[src/rtl/link_slave_rx.sv]
// Receive side of the 4-byte burst link: answers the req/ack handshake, packs
// each burst into a 32-bit word and queues the words for a valid/ready consumer.
module link_slave_rx #(
    parameter int ACK_DELAY  = 0,
    parameter int FIFO_DEPTH = 4
) (
    input  logic                          clk,
    input  logic                          rst_n,
    input  logic                          req,
    input  logic [7:0]                    data_in,
    output logic                          ack,
    output logic                          word_valid,
    input  logic                          word_ready,
    output logic [31:0]                   word_data,
    output logic [$clog2(FIFO_DEPTH):0]   fifo_count,
    output logic [1:0]                    byte_idx,
    output logic                          proto_err
);

    localparam int AW          = $clog2(FIFO_DEPTH);
    localparam int DLY_LAST_I  = (ACK_DELAY > 0) ? (ACK_DELAY - 1) : 0;
    localparam logic [3:0]  DLY_LAST = DLY_LAST_I[3:0];
    localparam logic [AW:0] FULL_CNT = FIFO_DEPTH[AW:0];

    typedef enum logic [1:0] {
        ST_IDLE = 2'd0,
        ST_WAIT = 2'd1,
        ST_ACK  = 2'd2
    } state_t;

    state_t         state_r;
    state_t         state_next_s;
    logic [3:0]     wait_cnt_r;
    logic [3:0]     wait_cnt_next_s;
    logic           capture_s;
    logic           abort_s;
    logic           gate_open_s;

    logic           ack_r;
    logic           proto_err_r;
    logic [1:0]     byte_idx_r;
    logic [7:0]     lane0_r;
    logic [7:0]     lane1_r;
    logic [7:0]     lane2_r;

    logic [31:0]    mem_r [FIFO_DEPTH];
    logic [AW-1:0]  wr_ptr_r;
    logic [AW-1:0]  rd_ptr_r;
    logic [AW-1:0]  rd_next_s;
    logic [AW:0]    count_r;
    logic [AW:0]    count_next_s;
    logic           word_valid_r;
    logic [31:0]    word_data_r;
    logic           push_s;
    logic           pop_s;
    logic [31:0]    push_word_s;

    // The last byte of a burst may only be accepted while there is room for its word.
    assign gate_open_s = (byte_idx_r != 2'd3) || (count_r < FULL_CNT);
    assign push_s      = capture_s && (byte_idx_r == 2'd3);
    assign pop_s       = word_valid_r && word_ready;
    assign push_word_s = {data_in, lane2_r, lane1_r, lane0_r};

    // Handshake state register and ack-delay counter.
    always_ff @(posedge clk or negedge rst_n) begin
        if (!rst_n) begin
            state_r    <= ST_IDLE;
            wait_cnt_r <= 4'd0;
        end else begin
            state_r    <= state_next_s;
            wait_cnt_r <= wait_cnt_next_s;
        end
    end

    // Next-state logic; capture_s marks the edge that enters ACK.
    always_comb begin
        state_next_s    = state_r;
        wait_cnt_next_s = wait_cnt_r;
        capture_s       = 1'b0;
        abort_s         = 1'b0;
        case (state_r)
            ST_IDLE: begin
                wait_cnt_next_s = 4'd0;
                if (req && gate_open_s) begin
                    if (ACK_DELAY > 0) begin
                        state_next_s = ST_WAIT;
                    end else begin
                        state_next_s = ST_ACK;
                        capture_s    = 1'b1;
                    end
                end else begin
                    state_next_s = ST_IDLE;
                end
            end
            ST_WAIT: begin
                if (!req) begin
                    state_next_s = ST_IDLE;
                    abort_s      = 1'b1;
                end else if (wait_cnt_r == DLY_LAST) begin
                    state_next_s = ST_ACK;
                    capture_s    = 1'b1;
                end else begin
                    wait_cnt_next_s = wait_cnt_r + 4'd1;
                end
            end
            ST_ACK: begin
                if (!req) begin
                    state_next_s = ST_IDLE;
                end else begin
                    state_next_s = ST_ACK;
                end
            end
            default: begin
                state_next_s = ST_IDLE;
            end
        endcase
    end

    // Handshake outputs and byte assembly lanes; lane 3 goes straight into the FIFO.
    always_ff @(posedge clk or negedge rst_n) begin
        if (!rst_n) begin
            ack_r       <= 1'b0;
            proto_err_r <= 1'b0;
            byte_idx_r  <= 2'd0;
            lane0_r     <= 8'd0;
            lane1_r     <= 8'd0;
            lane2_r     <= 8'd0;
        end else begin
            ack_r       <= (state_next_s == ST_ACK);
            proto_err_r <= abort_s;
            if (capture_s) begin
                byte_idx_r <= byte_idx_r + 2'd1;
                case (byte_idx_r)
                    2'd0:    lane0_r <= data_in;
                    2'd1:    lane1_r <= data_in;
                    2'd2:    lane2_r <= data_in;
                    default: lane2_r <= lane2_r;
                endcase
            end
        end
    end

    // FIFO pointer and occupancy bookkeeping.
    always_comb begin
        rd_next_s    = rd_ptr_r;
        count_next_s = count_r;
        if (pop_s) begin
            rd_next_s = rd_ptr_r + 1'b1;
        end else begin
            rd_next_s = rd_ptr_r;
        end
        case ({push_s, pop_s})
            2'b10:   count_next_s = count_r + 1'b1;
            2'b01:   count_next_s = count_r - 1'b1;
            default: count_next_s = count_r;
        endcase
    end

    // FIFO storage; word_data is a registered copy of the head after this edge's push/pop.
    always_ff @(posedge clk or negedge rst_n) begin
        if (!rst_n) begin
            for (int i = 0; i < FIFO_DEPTH; i++) begin
                mem_r[i] <= 32'd0;
            end
            wr_ptr_r     <= {AW{1'b0}};
            rd_ptr_r     <= {AW{1'b0}};
            count_r      <= {(AW+1){1'b0}};
            word_valid_r <= 1'b0;
            word_data_r  <= 32'd0;
        end else begin
            if (push_s) begin
                mem_r[wr_ptr_r] <= push_word_s;
                wr_ptr_r        <= wr_ptr_r + 1'b1;
            end
            rd_ptr_r     <= rd_next_s;
            count_r      <= count_next_s;
            word_valid_r <= (count_next_s != {(AW+1){1'b0}});
            if (push_s && (wr_ptr_r == rd_next_s)) begin
                word_data_r <= push_word_s;
            end else begin
                word_data_r <= mem_r[rd_next_s];
            end
        end
    end

    assign ack        = ack_r;
    assign proto_err  = proto_err_r;
    assign byte_idx   = byte_idx_r;
    assign word_valid = word_valid_r;
    assign word_data  = word_data_r;
    assign fifo_count = count_r;

endmodule

[config.mk]
export PLATFORM = sky130hd
export DESIGN_NAME = link_slave_rx
export DESIGN_NICKNAME = d
export VERILOG_FILES = /design/src/rtl/link_slave_rx.sv
export SDC_FILE = /design/constraint.sdc
export NUM_CORES = 1
export LEC_CHECK = 0
export ABC_AREA = 0
export BUFFER_PORTS_ARGS = -buffer_cell sky130_fd_sc_hd__buf_4
export CORE_UTILIZATION = 45
export DETAILED_ROUTE_END_ITERATION = 6
export HOLD_SLACK_MARGIN = 0.02
export PLACE_DENSITY = 0.6
export SETUP_SLACK_MARGIN = 0.4
export SLEW_MARGIN = 25
export SYNTH_ARGS = -nofsm -noshare
export SYNTH_HDL_FRONTEND = slang
export SYNTH_SLANG_ARGS = --single-unit
[constraint.sdc]
create_clock -name clk -period 3.18 [get_ports clk]
set_input_delay 0.477 -clock clk [delete_from_list [all_inputs] [get_ports clk]]
set_output_delay 0.477 -clock clk [all_outputs]
set_load 0.03 [all_outputs]
[Word-level counts from Yosys, hierarchy flattened]
Index checks and enable logic that the tools add are counted.
Storage, ports and cells
  register bits: 202
  input port bits: 12
  output and inout port bits: 40
Cells by class
  $add $sub $neg: 6
  $lt $le $gt $ge: 4
  equal/unequal tests: 12
  multiplexer cells: 23
  bitwise operators: 2
  reductions and logical operators: 15
Operator list (count)
  $bwmux W128: 1
  $mux W32: 4
  $bmux W32 S2: 1
  $demux W32 S2: 1
  $eq A2 B2 Y1 const B: 5
  $mux W2: 5
  $mux W4: 2
  $pmux W4 S2: 1
  $add A2 B1 Y2 const B: 3
  $eq A2 B1 Y1 const B: 3
  $ge A3 B3 Y1 const B: 2
  $ne A2 B2 Y1 const B: 3
  $not A2 Y3: 2
  $pmux W2 S3: 1
  $pmux W3 S2: 1
  $reduce_and A2 Y1: 3
  $logic_and A1 B1 Y1: 5
  $mux W1: 5
  $add A4 B1 Y4 const B: 1
  $logic_not A2 Y1: 2
  $logic_not A4 Y1: 1
  $add A3 B1 Y3 const B: 1
  $lt A3 B1 Y1 const B: 1
  $lt A3 B3 Y1 const B: 1
  7 further kinds: 7

[Logic depth before layout (Yosys ltp)]
  depth in word-level cells: 9
  depth in mapped cells: 13

[Worst setup path before layout]
Ideal clock, no wire load.
  path type: register to register
  start: register wait_cnt_r[0]
  end: register word_valid_r, in the netlist word_valid
  library setup time: 131 ps
  arrival: 3130 ps
  required time: 3049 ps
  path slack: -81 ps
  cell stages (with the launch flop): 14
  buffers on the path: 2
  period minus slack after synthesis: 3261 ps
  path through: dfrtp_1 > inv_1 > ha_1 > or3b_1 > a2111oi_4 > buf_2 > buf_2 > inv_1 > ha_1 > fa_1 > xnor2_1 > nor2_1 > xor2_1 > or3_1
On the way
  longest elaborated chain between the ends: 8
  elaborated cells on any way between the ends: 9
  classes of those cells: eq/ne: 2; mux: 4; reduce/logical: 3
Ends and longest elaborated chain
  start, declared: RTL line 33  | logic [3:0] wait_cnt_r;
  start signal, assigned: RTL line 71  | wait_cnt_r <= wait_cnt_next_s;
  $logic_not A4 Y1 (*): RTL line 99  | end else if (wait_cnt_r == DLY_LAST) begin
  $mux W1 (*): RTL line 99
  $mux W1 (*): RTL line 96  | if (!req) begin
  $pmux W1 S2 (*): RTL line 81  | case (state_r)
  $logic_and A1 B1 Y1 (*): RTL line 60  | assign push_s = capture_s && (byte_idx_r == 2'd3);
  $eq A2 B1 Y1 or $eq A2 B2 Y1 (tied branches): RTL line 152  | case ({push_s, pop_s})
  $pmux W3 S2 (*): RTL line 152
  net count_next_s[2]: RTL line 51  | logic [AW:0] count_next_s;
  $reduce_bool A3 Y1 (*): RTL line 177  | word_valid_r <= (count_next_s != {(AW+1){1'b0}});
  end signal, assigned: RTL line 177
  end, declared: RTL line 52  | logic word_valid_r;
The timed path passes the listed nets; every way through them passes the cells marked *.
A chain may end at the register's enable or synchronous reset.

[Worst setup path in the final report]
  start: register wait_cnt_r[1]
  end: register word_valid_r, in the netlist word_valid
The elaborated chain is that of the path after synthesis.

==> reports/results.txt <==
routed vias = 5978
r2r startpoint = wait_cnt_r[1]$_DFFE_PN0P_
Worst path most repeated cell = inv_1
R2R Setup Slk = 410 ps
fillcell total = 1674
Initial Util = 46.01%
HPWL after DPL = 12790 um
Final #Nets = 748
Chip Height = 143.3 um
critical path arrival = 3140 ps
GRT overflow = 0
largest net degree at the start of global routing = 88
Hold Crit Class = in -> async
CP Class = reg -> reg
port buffer count = 51
Synth-to-Final Area Change = 16.18%
die area = 0.02053 sq mm
Slew Limit Fails = 0
row cnt = 51
Worst path top cell family by delay = simple AND/OR/NAND/NOR gates
TritonCTS Buffers = 23
post-synthesis cell count = 681
core region area = 0.01953 sq mm
Hold Vio Cnt, Final = 0
number of global-route vias before repair = 6313
post_cts resized = 0
Reg clk slew, reported paths = 60 ps
Seq/Total Area, Yosys = 56.26%
Residual DRC = 0
DP Area = 0.009686 sq mm
CP max FO = 4
Mapped Area = 0.008985 sq mm
clk buf depth = 3
CP Cell Sequence = inv_1 -> ha_1 -> or3b_4 -> a2111oi_4 -> inv_1 -> ha_2 -> fa_2 -> mux2_2 -> or3_1
Total Routing Usage GR = 23.40%
Final Routed Wirelength = 22550 um
startpoint types = flop
Clock Skew = 10.81 ps
setup TNS = 0 ps
RSZ-0062 raised after global routing = yes
WP buf/inv = 2
FMAX = 361.3 MHz
# IOs = 52
Critical Path Max Stage Delay = 410 ps
CTS sink count = 202
Final Critical Period = 2768 ps
CTS root buf = clkbuf_16
run status = completed
Worst-Margin Slew = 729.0 ps
setup violators final = 0
Hold Buf Count CTS = 0
die width = 143.3 um
Vias/cell = 5.954
global-route wire length before repair = 36310 um
post-place setup slack = 412.4 ps
initial antenna violation count = 0
Leakage = 5.029 nW
RePlAce Congestion = 0.7541
setup ws final = 412.3 ps
Pre-Repair DR Iteration Count = 4
EDFF count, synth = 0
total number of yosys warnings = 0
Detail Route Antenna Nets = 0
max-cap viol count = 0
CTS tree = built
H-tree lvl count = 1
Rel. slew slack = 51.40%
post-route total power = 10.58 mW
top_reg_cell synth = dfrtp_1
post-synth net total = 705
Setup crit end kind = flop
Cell variety after synth = 37
FF-to-FF path depth = 9
asr flop ratio synth = 100.0%
DRT iter0 DRCs = 345
Required @ worst endpoint = 3550 ps
Tcrit/Tclk final = 87.03%
Slowest cell on crit path = dfrtp_1
PD cells = 1014 mW/mm^2
WL per Instance = 22.46 um
Syn Area/Cell = 13.19 sq um
Antenna Cells = 0
Seq cells post-synth = 202
fraction of layout cells with a size suffix above 1 = 37.21%
Max IR drop VDD = 0.5548 mV
worst skew pair latency = 500 ps
design area = 0.01044 sq mm
RR Endpoint = word_valid$_DFF_PN0_
==> layout make-up <==
type                       instances  area (sq um)  share of cell area, %
tap                              265         331.6                  3.176
timing repair buffer              76         589.3                  5.645
clock inverter                     8         96.34                 0.9229
inverter                           9         33.78                 0.3236
clock buffer                      32         649.4                  6.221
sequential                       202          5055                  48.42
multi-input combinational        412          3684                  35.29
==> cells in the final DEF, fill, tap and decap left out, types with 8 or more instances in the layout <==
cell type  Yosys  final
inv_1          9      8
nand2_1       13     12
o311ai_0      32     32
a211oi_1      64     64
and3_1        64     64
o31ai_1       33     33
ha_1          11     10
clkbuf_16      0     23
mux2_2       154    154
dfrtp_1      202    202
buf_4          0     74
==> where the power goes <==
part	total (mW)	internal, mW	switching [mW]
combinational	3.78	1.59	2.19
clock	2.59	1.58	1.01
sequential	4.22	3.56	0.659
==> through the flow <==
stage	cells	hold WS [ps]	utilization [%]
after global routing	1004	75.51	53.46
after detailed placement	963	483.8	49.60
after floorplan	681	181.4	-
after global placement	963	473.9	49.60
final	1004	19.49	53.46
after CTS	1004	50.70	53.46
==> cells by family after synthesis <==
| logic type | Yosys count | synth area share, % |
|---|---|---|
| buffers and inverters | 67 | 3.064 |
| AOI/OAI and AO/OA | 143 | 12.62 |
| adders and majority gates | 12 | 1.755 |
| DFF | 202 | 56.26 |
| muxes | 155 | 19.43 |
| and+or+nand+nor | 95 | 6.197 |
| xor gates and xnor gates | 7 | 0.6824 |
==> sequential cells by signal, indices dropped and copies added, names as in the netlist <==
name,count
byte_idx,2
word_valid,1
word_data,32
wr_ptr_r,2
lane1_r,8
mem_r,128
proto_err,1
lane0_r,8
fifo_count,3
wait_cnt_r,4
ack,1
rd_ptr_r,2
lane2_r,8
state_r,2
==> synth_stat cells (all sizes together) (2+ instances only) <==
| cell | count | area share [%] |
|---|---|---|
| nand3 | 2 | 0.11 |
| nor2 | 4 | 0.17 |
| and3 | 64 | 4.5 |
| dfrtp | 202 | 56 |
| xor2 | 3 | 0.29 |
| ha | 11 | 1.5 |
| mux2 | 155 | 19 |
| o311ai | 32 | 3.1 |
| buf | 19 | 1.1 |
| clkbuf | 39 | 1.6 |
| inv | 9 | 0.38 |
| a21oi | 3 | 0.17 |
| o21ai | 2 | 0.11 |
| o31ai | 33 | 2.8 |
| a21o | 3 | 0.25 |
| nand2 | 13 | 0.54 |
| xnor2 | 4 | 0.39 |
| a211oi | 64 | 5.3 |
| nand2b | 2 | 0.14 |
==> worst max path at each step <==
stage                     depth (start not counted)  slack (ps)                       from                    to
after floorplan                                  11         160  wait_cnt_r[0]$_DFFE_PN0P_  word_valid$_DFF_PN0_
after global placement                            9         450  wait_cnt_r[0]$_DFFE_PN0P_  word_valid$_DFF_PN0_
after detailed placement                          9         410  wait_cnt_r[0]$_DFFE_PN0P_  word_valid$_DFF_PN0_
after CTS                                         9         410  wait_cnt_r[1]$_DFFE_PN0P_  word_valid$_DFF_PN0_
after global routing                             11         290  wait_cnt_r[1]$_DFFE_PN0P_  word_valid$_DFF_PN0_
final                                             9         410  wait_cnt_r[1]$_DFFE_PN0P_  word_valid$_DFF_PN0_
==> repair_timing <==
item,CTS,global route
setup buffers,1,0
pin swaps,0,0
endpoints found under the setup margin,1,75
==> layer usage <==
metal / track usage, % / part of all wire (%)
met1: 32.15 / 45
met2: 38.36 / 47
met3: 3.599 / 5.6
met4: 6.999 / 2.5
met5: 0 / 0
No activity file was read; power rests on OpenSTA's default activity.
